$ cat config.mk
export PLATFORM = sky130hd
export DESIGN_NAME = multicycle_ctrl
export DESIGN_NICKNAME = d
export VERILOG_FILES = /design/src/rtl/cpu_pkg.sv /design/src/rtl/mem_wait_timer.sv /design/src/rtl/multicycle_ctrl.sv
export SDC_FILE = /design/constraint.sdc
export NUM_CORES = 1
export LEC_CHECK = 0
export BUFFER_PORTS_ARGS = -buffer_cell sky130_fd_sc_hd__buf_2
export CORE_ASPECT_RATIO = 1.2
export CORE_MARGIN = 1
export CORE_UTILIZATION = 40
export CTS_CLUSTER_DIAMETER = 200
export DETAILED_ROUTE_END_ITERATION = 8
export GPL_TIMING_DRIVEN = 0
export PLACE_DENSITY = 0.68
export SLEW_MARGIN = 30
export SYNTH_ARGS = -nofsm -noshare
export SYNTH_HDL_FRONTEND = slang
export SYNTH_SLANG_ARGS = --single-unit
$ cat constraint.sdc
create_clock -name clk -period 2.3 [get_ports clk]
set_clock_uncertainty 0.2 [all_clocks]
set_input_delay 0.115 -clock clk [delete_from_list [all_inputs] [get_ports clk]]
set_output_delay 0.115 -clock clk [all_outputs]
set_load 0.01 [all_outputs]
$ cat src/rtl/cpu_pkg.sv
// Shared definitions for the multicycle CPU controller: opcodes, ALU
// operation encodings, FSM states and the bundle of registered control lines.
package cpu_pkg;

  localparam logic [4:0] OP_RTYPE = 5'b00000;
  localparam logic [4:0] OP_LW    = 5'b00001;
  localparam logic [4:0] OP_SW    = 5'b00010;
  localparam logic [4:0] OP_BEQ   = 5'b00011;
  localparam logic [4:0] OP_ADDI  = 5'b00100;
  localparam logic [4:0] OP_J     = 5'b00101;

  // FUNCT hands the operation over to the ALU decoder, which reads the funct field.
  localparam logic [3:0] ALU_ADD   = 4'b0000;
  localparam logic [3:0] ALU_SUB   = 4'b0001;
  localparam logic [3:0] ALU_FUNCT = 4'b0010;

  typedef enum logic [3:0] {
    FETCH, DECODE, MEMADR, MEMRD, MEMWB, MEMWR,
    EXEC, ALUWB, BRANCH, ADDIEX, ADDIWB, JUMP, TRAP
  } state_t;

  // Control lines that depend only on the state. They are registered.
  typedef struct packed {
    logic       mem_req;
    logic       memwrite;
    logic       iord;
    logic       alusrca;
    logic [1:0] alusrcb;
    logic [3:0] aluop;
    logic [1:0] pcsrc;
    logic       regdst;
    logic       regwrite;
    logic       memtoreg;
    logic       illegal;
  } ctrl_t;

  // The reset value is the FETCH setting with the memory request held off.
  localparam ctrl_t CTRL_RESET = '{
    mem_req:  1'b0, memwrite: 1'b0, iord:    1'b0, alusrca:  1'b0,
    alusrcb:  2'b01, aluop:   ALU_ADD, pcsrc: 2'b00, regdst:  1'b0,
    regwrite: 1'b0, memtoreg: 1'b0, illegal: 1'b0
  };

  // Moore decode of the control lines for a given state. Any line not set is 0.
  function automatic ctrl_t state_ctrl(state_t s);
    ctrl_t c;
    c = '0;
    case (s)
      FETCH:  begin c.mem_req = 1'b1; c.alusrcb = 2'b01; c.aluop = ALU_ADD; end
      DECODE: begin c.alusrcb = 2'b11; c.aluop = ALU_ADD; end
      MEMADR: begin c.alusrca = 1'b1; c.alusrcb = 2'b10; c.aluop = ALU_ADD; end
      MEMRD:  begin c.mem_req = 1'b1; c.iord = 1'b1; end
      MEMWB:  begin c.regwrite = 1'b1; c.memtoreg = 1'b1; end
      MEMWR:  begin c.mem_req = 1'b1; c.memwrite = 1'b1; c.iord = 1'b1; end
      EXEC:   begin c.alusrca = 1'b1; c.alusrcb = 2'b00; c.aluop = ALU_FUNCT; end
      ALUWB:  begin c.regwrite = 1'b1; c.regdst = 1'b1; end
      BRANCH: begin c.alusrca = 1'b1; c.aluop = ALU_SUB; c.pcsrc = 2'b01; end
      ADDIEX: begin c.alusrca = 1'b1; c.alusrcb = 2'b10; c.aluop = ALU_ADD; end
      ADDIWB: begin c.regwrite = 1'b1; end
      JUMP:   begin c.pcsrc = 2'b10; end
      TRAP:   begin c.illegal = 1'b1; end
      default: ;
    endcase
    return c;
  endfunction

endpackage

$ cat src/rtl/mem_wait_timer.sv
// Counts cycles spent waiting on memory and flags the last allowed wait cycle.
module mem_wait_timer #(
  parameter int MEM_TIMEOUT = 16
) (
  input  logic clk,
  input  logic reset,
  input  logic waiting,
  input  logic restart,
  output logic expired
);

  localparam int CNT_W = (MEM_TIMEOUT > 1) ? $clog2(MEM_TIMEOUT) : 1;
  localparam logic [CNT_W-1:0] LAST = CNT_W'(MEM_TIMEOUT - 1);

  logic [CNT_W-1:0] count;

  assign expired = (count == LAST);

  // Wait counter: cleared on every state change, saturates at the last wait cycle.
  always_ff @(posedge clk or negedge reset) begin
    // NOTE: sequential state is written with non-blocking assignments so every
    // flop samples the pre-edge values regardless of block evaluation order.
    if (!reset) begin
      count <= '0;
    end else if (restart) begin
      count <= '0;
    end else if (waiting && !expired) begin
      count <= count + 1'b1;
    end
  end

endmodule

$ cat src/rtl/multicycle_ctrl.sv
// Multicycle CPU main controller: Moore FSM sequencing fetch, decode and the
// per-opcode execute steps, with a memory wait timeout that raises buserr.
module multicycle_ctrl
  import cpu_pkg::*;
#(
  parameter int MEM_TIMEOUT = 16
) (
  input  logic       clk,
  input  logic       reset,
  input  logic [4:0] op,
  input  logic       zero,
  input  logic       mem_ready,
  output logic       mem_req,
  output logic       memwrite,
  output logic       iord,
  output logic       irwrite,
  output logic       pcen,
  output logic [1:0] pcsrc,
  output logic       alusrca,
  output logic [1:0] alusrcb,
  output logic [3:0] aluop,
  output logic       regdst,
  output logic       regwrite,
  output logic       memtoreg,
  output logic       illegal,
  output logic       buserr
);

  state_t state, next_state;
  ctrl_t  ctrl_q;
  logic   ack, waiting, expired, timeout, restart;

  // mem_ready only counts while a request is actually on the bus, so it is
  // ignored in every state that does not drive mem_req.
  assign ack     = ctrl_q.mem_req & mem_ready;
  assign waiting = ctrl_q.mem_req & ~mem_ready;
  assign timeout = waiting & expired;
  // A timed-out FETCH returns to FETCH, so the timeout itself must also clear the counter.
  assign restart = (next_state != state) | timeout;

  mem_wait_timer #(.MEM_TIMEOUT(MEM_TIMEOUT)) u_timer (
    .clk     (clk),
    .reset   (reset),
    .waiting (waiting),
    .restart (restart),
    .expired (expired)
  );

  // Next-state selection; a completed access wins over a timeout in the same cycle.
  always_comb begin
    // NOTE: defaulting next_state before the case keeps this block free of latches.
    next_state = state;
    case (state)
      FETCH: begin
        if (ack)          next_state = DECODE;
        else if (timeout) next_state = FETCH;
      end
      DECODE: begin
        case (op)
          OP_LW, OP_SW: next_state = MEMADR;
          OP_RTYPE:     next_state = EXEC;
          OP_BEQ:       next_state = BRANCH;
          OP_ADDI:      next_state = ADDIEX;
          OP_J:         next_state = JUMP;
          default:      next_state = TRAP;
        endcase
      end
      MEMADR: next_state = (op == OP_SW) ? MEMWR : MEMRD;
      MEMRD: begin
        if (ack)          next_state = MEMWB;
        else if (timeout) next_state = FETCH;
      end
      MEMWR:  if (ack || timeout) next_state = FETCH;
      EXEC:   next_state = ALUWB;
      ADDIEX: next_state = ADDIWB;
      default: next_state = FETCH;
    endcase
  end

  // State register plus the registered Moore control lines for the state being entered.
  always_ff @(posedge clk or negedge reset) begin
    if (!reset) begin
      state  <= FETCH;
      ctrl_q <= CTRL_RESET;
    end else begin
      state  <= next_state;
      ctrl_q <= state_ctrl(next_state);
    end
  end

  // Strobes that must react to mem_ready or zero within the current cycle.
  assign irwrite = (state == FETCH) & ack;
  assign pcen    = irwrite | ((state == BRANCH) & zero) | (state == JUMP);
  assign buserr  = timeout;

  assign mem_req  = ctrl_q.mem_req;
  assign memwrite = ctrl_q.memwrite;
  assign iord     = ctrl_q.iord;
  assign alusrca  = ctrl_q.alusrca;
  assign alusrcb  = ctrl_q.alusrcb;
  assign aluop    = ctrl_q.aluop;
  assign pcsrc    = ctrl_q.pcsrc;
  assign regdst   = ctrl_q.regdst;
  assign regwrite = ctrl_q.regwrite;
  assign memtoreg = ctrl_q.memtoreg;
  assign illegal  = ctrl_q.illegal;

endmodule
# == Word-level counts from Yosys, hierarchy flattened ==
# Cells that the tools add are included.
# word_totals
reg_bits,24
latchBits,0
ramBits,0
romBits,0
out_inout_bits,19
n_memories,0
# op_classes
n_addsub,1
mul,0
n_div,0
order_cmp,0
eq_ne,27
n_shift,0
n_mux,20
bitwise,9
reduce_logical,13
# ops
op,n
"equality test 4 bit, second input constant",9
case mux 4 bit (7 select lines),1
"equality test 4 x 3 -> 1 bit, second input constant",6
2-to-1 mux 4 bit,6
case mux 4 bit (5 select lines),1
"equality test 4 x 2 -> 1 bit, second input constant",4
"equality test 5 x 2 -> 1 bit, second input constant",2
"equality test 5 x 3 -> 1 bit, second input constant",2
"equality test 4 x 1 -> 1 bit, second input constant",2
zero test 4 bit,2
2-to-1 mux 1 bit,8
case mux 2 bit (2 select lines),2
case mux 2 bit (3 select lines),1
OR reduction 2 bit,3
OR reduction 3 bit,2
AND 1 bit,5
"equality test 5 x 1 -> 1 bit, second input constant",1
zero test 5 bit,1
"adder 4 x 1 -> 4 bit, second input constant",1
!= test 4 bit,1
OR reduction 4 bit,1
2-to-1 mux 3 bit,1
bitwise OR 1 bit,3
nonzero test 2 bit,1
other kinds (4),4

# == Longest topological paths before layout ==
# Gate-level depths: netlist of run 1.
# depth
ltp_word,9
mapped_depth,7
ltp_nobuf,7

# == By module ==
# A second synthesis of run 1 with hierarchy kept.
# unflattened
cells_unflattened,121
area_unflattened_um2,1199.9
# by_module_without_submodules
module,n_inst,cells_per_inst,area_per_inst_um2
multicycle_ctrl,1,101,970.9
mem_wait_timer,1,20,229.0

# == Worst setup path before layout of run 1 ==
# No wires, ideal clock.
# synth_path
path_kind,reg2reg
start,reg u_timer.count[0]
end,reg ctrl_q (netlist bit iord)
arrival_ns,1.685
t_required_ns,1.980
setup_slack_ns,0.295
path_stages_with_launch,8
path_buffers,0
period_less_slack_ns,2.005
path_cell_list,dfrtp_1 ha_1 a31o_2 a211o_1 a31o_4 clkinv_4 nand2_2 and4_1
# synth_between
elab_chain_cells,8
elab_cells_between_ends,12
# synth_lines
item,line,rtl
start: declaration,mem_wait_timer.sv:15,logic [CNT_W-1:0] count;
start signal: assignment,mem_wait_timer.sv:28,count <= count + 1'b1;
equality test 4 bit (*),mem_wait_timer.sv:17,assign expired = (count == LAST);
AND 1 bit (*),multicycle_ctrl.sv:37,assign timeout = waiting & expired;
2-to-1 mux 4 bit / logical OR 1 bit (equally long branches),"multicycle_ctrl.sv:56, multicycle_ctrl.sv:71, multicycle_ctrl.sv:73",
"2-to-1 mux 4 bit, on equally long branches","multicycle_ctrl.sv:70, multicycle_ctrl.sv:55, multicycle_ctrl.sv:73",
case mux 4 bit (7 select lines) (*),multicycle_ctrl.sv:53,case (state)
named net next_state[2],multicycle_ctrl.sv:29,"state_t state, next_state;"
equality test 4 x 3 -> 1 bit / equality test 4 x 2 -> 1 bit (equally long branches),cpu_pkg.sv:48,case (s)
OR reduction 2 bit (no source line) (*),--,
2-to-1 mux 1 bit (*),cpu_pkg.sv:48,
end signal: assignment,multicycle_ctrl.sv:87,ctrl_q <= state_ctrl(next_state);
end: declaration,multicycle_ctrl.sv:30,ctrl_t ctrl_q;
# Mark *: on every way through the listed nets, which the timed path passes. The rest lies on a longest branch.
# A chain may end at the register's enable or synchronous reset.

# == Worst setup path in the final report of run 1 ==
# layout_path
start,reg u_timer.count[0]
end,reg ctrl_q (netlist bit alusrcb[1])
# layout_between
elab_chain_cells,8
elab_cells_between_ends,14
# layout_lines
item,line
equality test 4 bit (*),mem_wait_timer.sv:17
AND 1 bit (*),multicycle_ctrl.sv:37
2-to-1 mux 4 bit / logical OR 1 bit (equally long branches),"multicycle_ctrl.sv:56, multicycle_ctrl.sv:71, multicycle_ctrl.sv:73"
"2-to-1 mux 4 bit, on equally long branches","multicycle_ctrl.sv:70, multicycle_ctrl.sv:55, multicycle_ctrl.sv:73"
case mux 4 bit (7 select lines) (*),multicycle_ctrl.sv:53
named net next_state[1],multicycle_ctrl.sv:29
equality test 4 bit / equality test 4 x 2 -> 1 bit (equally long branches),cpu_pkg.sv:48
OR reduction 2 bit (no source line),--
case mux 2 bit (3 select lines) (*),cpu_pkg.sv:48
# Marked as above.

==> flow_summary_export.csv, run 1 <==
group,metric,value,unit
detailed_routing,drt_iter0_markers,45,
min_path,hold_path_class,"input pin to register",
power_and_ir_drop,power.leakage,0.7035,nW
run_status,status,"finished with violations",
power_and_ir_drop,power_density,1187,mW/mm^2
floorplan,design.die.area,0.003324,mm^2
power_and_ir_drop,p_seq_frac,0.307,
yosys,synth-main-ff-cell,"dfrtp_1",
global_routing,grt_pass1_vias,1086,
sta,whs,-1.923,ps
place,place_inst,187,
layout,final_cell_area,0.001455,mm^2
critical_path,cp-end-kind,"register",
sta,tns,0,ps
power_and_ir_drop,max-vdd-ir-drop,503.6,uV
power_and_ir_drop,p_int,938.3,uW
yosys,netlist_instances,127,
global_routing,grt_overflow,0,
yosys,synthArstFlopShare,1.000,
clocking,cts_buffers,3,
yosys,synthTopCellsByArea,"dfrtp_1 40%, buf_4 3.0%, nand2b_1 3.0%",
min_path,hold-path-cell-count,4,
detailed_routing,drtPass1Iterations,4,
yosys,synthSimpleGateAreaFrac,0.2323,
detailed_routing,route.detailed.drc,0,
yosys,synth.avg_cell_area,9.753,um^2
sta,setup_viol,0,
yosys,syn_area,0.001239,mm^2
floorplan,core,0.002864,mm^2
global_routing,met3_usage,0.01460,
power_and_ir_drop,finalPower,1.727,mW
global_routing,grt_pass1_wl,4899,um
critical_path,startpoint_type,"register",
detailed_routing,viasPerCell,5.824,
sta,maxSlewHeadroom,0.5266,
sta,min_period,2168,ps
place,place_area,0.001410,mm^2
critical_path,arrival,2190,ps
critical_path,ff2ff_path_depth,7,
global_routing,antenna_found_initial,0,
clocking,cts_tree,"done",
layout,fin_util,0.5081,
layout,n_antenna_cell,0,
layout,drive_above_1_share,0.3459,
yosys,synthMuxAreaShare,0.008081,
floorplan,core.rowCount,21,
yosys,synthAdderAreaFrac,0.01010,
sta,finalCritPeriodShare,0.9428,
global_routing,track_usage,0.1976,
critical_path,crit_start,"u_timer.count[0]",
place,dp_hpwl,2170,um
min_path,min-delay-start,"mem_ready",
global_routing,grt_max_degree,22,
place,port_buffers,25,
critical_path,worstSetupPathType,"register to register",
clocking,clk_path_buf_depth,2,
yosys,yosysTopAreaCell,"dfrtp_1",
floorplan,start_util,0.4325,
clocking,clk_latency,310,ps
clocking,ctsRootBufferMaster,"clkbuf_4",
yosys,yosys_warnings,0,
sta,worstMarginPinSlew,692.2,ps
global_routing,met1_usage,0.2712,
yosys,synth_compound_area_frac,0.2313,
power_and_ir_drop,p_clk_frac,0.103,
power_and_ir_drop,combPwrFrac,0.590,
critical_path,path_max_fanout,5,
layout,fin_cells,193,
place,place_congestion,0.8436,
clocking,clk_pin_slew,120,ps
yosys,yosys.area_share.xor_xnor,0.01414,
detailed_routing,finalWirelength,2845,um
critical_path,required,2330,ps
sta,hold_viol,1,
global_routing,busiest_layer,"met2",
yosys,synth_seq_cells,21,
detailed_routing,wl_per_cell,14.74,um
layout,fin_nets,170,
floorplan,die_w,52.80,um
yosys,ys_seq_area_frac,0.4253,
yosys,synth.distinct_cells,51,
global_routing,grtUsageMet2,0.3085,
yosys,synth_top_family_by_area,"simple AND/OR/NAND/NOR gates",
clocking,cts_sinks,21,
layout,syn_to_final_growth,17.48,%
run_status,violations,"hold timing",
detailed_routing,vias,1124,
power_and_ir_drop,p_sw,788.9,uW
yosys,synth_top_area_share,0.4040,
clocking,cts.htree.levels,1,
sta,maxSlewViolCount,0,
sta,rsz0062_at_grt,"false",
yosys,synth_edf_count,0,
detailed_routing,ant_nets,0,
critical_path,r2r_start,"u_timer.count[0]",
sta,fmax,461.2,MHz
floorplan,die_h,62.96,um
floorplan,pin_count,28,
clocking,cts-resized-gates,0,
run,maxCapViolCount,0,
power_and_ir_drop,swShare,0.4567,
==> power groups by stage <==
stage	sequential [mW]	clock, mW	combinational (mW)
after floorplan	0.566	0	0.686
after global placement	0.532	0	0.974
after detailed placement	0.540	0	0.983
after CTS	0.533	0.177	0.990
after global routing	0.544	0.191	1.13
final	0.531	0.177	1.02
==> state kept, by name, summed over array words and instances (netlist names), 2 cells and up <==
signal	flops
alusrcb	2
pcsrc	2
state	4
u_timer.count	4
==> cell usage in the layout (no fill, tap or decap), drive strengths merged, types with 2 or more instances in the layout <==
| cell type | netlist | routed |
|---|---|---|
| a31oi | 3 | 3 |
| nor3 | 4 | 4 |
| nand2b | 6 | 6 |
| conb | 1 | 2 |
| a31o | 4 | 4 |
| clkinv | 1 | 2 |
| nand2 | 10 | 10 |
| nor2b | 2 | 2 |
| buf | 8 | 34 |
| a2111oi | 4 | 4 |
| nand4 | 3 | 3 |
| clkbuf | 0 | 3 |
| dfrtp | 20 | 20 |
| a211o | 2 | 2 |
| o21ai | 3 | 3 |
| a21oi | 5 | 5 |
| inv | 7 | 7 |
| nand3 | 4 | 4 |
| and3 | 2 | 2 |
| nor2 | 9 | 9 |
| o31ai | 2 | 2 |
| nor4 | 5 | 5 |
==> final timing paths <==
kind / end / slack, ps
max in group asynchronous: alusrcb[0] / 1490
worst min-delay path: u_timer.count[1] / -2
worst max-delay path: alusrcb[1] / 130
worst max register to register: alusrcb[1] / 130
min in group asynchronous: u_timer.count[3] / 70
worst min register to register: u_timer.count[3] / 400
==> kinds of logic (layout without fill, tap and decap cells) <==
family                   count (synthesis)  in the layout
AND/OR/NAND/NOR                         52             52
AO/OA/AOI/OAI                           33             33
flip-flops                              21             21
buffers and inverters                   16             47
XOR/XNOR                                 2              2
adder cells (fa/ha/maj)                  1              1
other                                    1              2
multiplexers                             1              1
==> synthesized netlist by cell type, types with 2 or more instances <==
| cell type | n |
|---|---|
| nor3_1 | 4 |
| dfrtp_1 | 20 |
| nand2b_1 | 6 |
| inv_1 | 6 |
| nand3_1 | 4 |
| nand4_1 | 3 |
| a31o_2 | 3 |
| nor2_1 | 9 |
| a21oi_1 | 5 |
| a31oi_1 | 3 |
| a211o_1 | 2 |
| buf_4 | 5 |
| a2111oi_2 | 2 |
| o21ai_0 | 3 |
| nand2_1 | 8 |
| nor4_1 | 5 |
| nand2_2 | 2 |
| buf_2 | 2 |
| a2111oi_0 | 2 |
| nor2b_1 | 2 |
==> final cells by class <==
| cell class | instances | area (um^2) |
|---|---|---|
| repair buffers | 27 | 142.6 |
| fillers | 272 | 1409 |
| inverters | 8 | 35.03 |
| clock buffers | 3 | 22.52 |
| well taps | 34 | 42.54 |
| flip-flops and latches | 21 | 526.8 |
| multi-input cells | 91 | 621.8 |
| clock inverters | 1 | 5.005 |
| plain buffers | 8 | 58.81 |
==> stage by stage <==
step / hold slack, ps / worst slack (ps)
finish: -1.923 / 131.7
global route: 25.51 / 42.63
CTS: 0.8352 / 124.3
detailed placement: -109.2 / 155.0
global placement: -123.8 / 205.9
floorplan: -380.6 / 294.7
==> critical path, stage by stage (launching register included) <==
cell and delay [ps]:
dfrtp_1 450, ha_1 260, a31o_2 250, a211o_1 290, and3_2 210, inv_2 110
nand3_1 100, a31oi_1 210
==> metal layers <==
| layer | share of wire | vias to the layer above | wire [um] |
|---|---|---|---|
| li1 | - | 543 | - |
| met1 | 0.46 | 524 | 1299 |
| met4 | 0.028 | 0 | 80 |
| met5 | 0 | - | 0 |
| met2 | 0.46 | 48 | 1322 |
| met3 | 0.050 | 9 | 143 |
==> what timing repair did <==
item | in CTS | in global routing
hold buffers | 1 | 0
setup buffers | 0 | 1
endpoints found under the hold margin | 21 | 0
endpoints found under the setup margin | 0 | 1
No activity file was read; power rests on OpenSTA's default activity.
==> run 2, diff against run 1 <==
REMOVE_ABC_BUFFERS = 1   (was unset)
==> flow_summary_export.csv, run 2 (synthesis results as in run 1) <==
group,metric,value,unit
critical_path,required,2330,ps
power_and_ir_drop,power_density,1181,mW/mm^2
floorplan,die_h,62.96,um
critical_path,path_max_fanout,10,
sta,maxSlewHeadroom,0.5589,
power_and_ir_drop,max-vdd-ir-drop,557.8,uV
detailed_routing,top_layer,"met4",
detailed_routing,ant_nets,0,
min_path,min-delay-start,"mem_ready",
detailed_routing,wl_met3,137,um
clocking,cts_tree,"done",
critical_path,cp-end-kind,"register",
place,dp_hpwl,1954,um
global_routing,grt_pass1_wl,4581,um
critical_path,reg2reg_to,"alusrcb[1]",
sta,setup_ws,124.3,ps
run_status,status,"finished, final reports clean",
place,place_congestion,0.8692,
clocking,cts.htree.levels,1,
floorplan,start_util,0.4325,
layout,fin_cells,184,
sta,hold_viol,0,
layout,layout_common_cells,"25 x buf_2, 20 x dfrtp_1, 9 x nor2_1, 8 x nand2_1",
global_routing,grt_overflow,0,
global_routing,track_usage,0.1820,
place,place_area,0.001351,mm^2
critical_path,r2r_start,"state[3]",
floorplan,core,0.002864,mm^2
min_path,whs_endpoint,"mem_req",
layout,top_regs,"state: 4 flops, u_timer.count: 4 flops",
detailed_routing,drt_iter0_markers,63,
layout,drive_above_1_share,0.3067,
clocking,ctsRootBufferMaster,"clkbuf_4",
min_path,hold-path-cell-count,3,
clocking,clk_path_buf_depth,2,
clocking,clk_pin_slew,120,ps
floorplan,pin_count,28,
floorplan,die_w,52.80,um
clocking,clk_latency,310,ps
run,maxCapViolCount,0,
layout,n_antenna_cell,0,
sta,fmax,459.6,MHz
sta,tns,0,ps
floorplan,design.die.area,0.003324,mm^2
layout,syn_to_final_growth,13.03,%
critical_path,ff2ff_path_depth,6,
detailed_routing,wl_per_cell,14.49,um
place,place_inst,179,
sta,worstMarginPinSlew,645.0,ps
global_routing,grt_pass1_vias,994,
sta,min_period,2176,ps
floorplan,core.rowCount,21,
clocking,postCtsSetupBuffers,0,
place,port_buffers,25,
detailed_routing,vias,1095,
detailed_routing,drt-met1-wl,1182,um
sta,finalCritPeriodShare,0.9460,
clocking,cts_buffers,3,
critical_path,arrival,2210,ps
place,pre_cts_slack,155.2,ps
clocking,cts_sinks,21,
layout,final_cell_area,0.001400,mm^2
global_routing,antenna_found_initial,0,
sta,whs,17.90,ps
critical_path,startpoint_type,"register",
min_path,hold_path_class,"input pin to register",
layout,mostFrequentLayoutCell,"buf_2",
detailed_routing,finalWirelength,2666,um
sta,setup_viol,0,
detailed_routing,route.detailed.drc,0,
global_routing,grt_max_degree,22,
layout,fin_nets,161,
detailed_routing,dr_wl_met2,1285,um
power_and_ir_drop,power.leakage,0.6588,nW
detailed_routing,viasPerCell,5.951,
sta,maxSlewViolCount,0,
critical_path,rrSetupSlack,120,ps
detailed_routing,drtPass1Iterations,4,
critical_path,worstSetupPathType,"register to register",
==> run 2: cell types whose count changed in the layout (fill, tap and decap cells not counted) <==
| cell | before | now |
|---|---|---|
| a2111oi_0 | 2 | 1 |
| a2111oi_1 | 0 | 1 |
| buf_2 | 27 | 25 |
| buf_4 | 6 | 0 |
| buf_6 | 1 | 0 |
| o311ai_2 | 1 | 0 |
| o311ai_4 | 0 | 1 |
==> run 2: power by group <==
group          leakage [nW]  total, mW  internal (mW)  switching, mW
Clock                0.0177      0.179         0.0650          0.114
Combinational         0.361      0.849          0.335          0.513
Sequential            0.280      0.626          0.479          0.148
==> run 2: stage by stage <==
step | power [mW] | util
floorplan | 1.189 | -
global placement | 1.421 | 0.4718
detailed placement | 1.444 | 0.4718
CTS | 1.622 | 0.4849
global route | 1.783 | 0.4889
finish | 1.654 | 0.4889
==> run 2: worst max-delay path, cell delays in order (launching register included) <==
cell and delay [ps]:
dfrtp_1 550, nand2b_1 300, a311o_2 400, and3_2 240, inv_2 110, nand3_1 100, a31oi_1 200
==> run 2: how the worst max path moves through the flow <==
stage	from	slack (ps)	depth (start not counted)	end
3_3_place_gp	u_timer.count[0]	190	6	alusrcb[0]
5_1_grt	u_timer.count[0]	-20	6	alusrcb[0]
4_1_cts	u_timer.count[0]	120	6	alusrcb[0]
3_5_place_dp	u_timer.count[0]	160	6	alusrcb[0]
6_report	state[3]	120	6	alusrcb[1]
2_1_floorplan	u_timer.count[0]	290	7	iord
==> run 2: per-layer routing <==
layer  track usage  vias up
li1              -      524
met1        0.2604      517
met2        0.2753       49
met3      0.007299        5
met4       0.08882        0
met5             0        -
==> run 2: area by class of cell <==
type / count / area [um^2]
Tap cell: 34 / 42.54
Fill cell: 263 / 1464
Multi-Input combinational cell: 91 / 633.1
Timing Repair Buffer: 26 / 135.1
Inverter: 8 / 35.03
Clock inverter: 1 / 5.005
Clock buffer: 3 / 22.52
Sequential cell: 21 / 526.8
==> run 2: timing repair <==
| item | 4_1_cts | 5_1_grt |
|---|---|---|
| setup endpoints to repair | 0 | 5 |
| hold endpoints to repair | 21 | 0 |
| hold buffers | 1 | 0 |
| resized for setup | 0 | 2 |
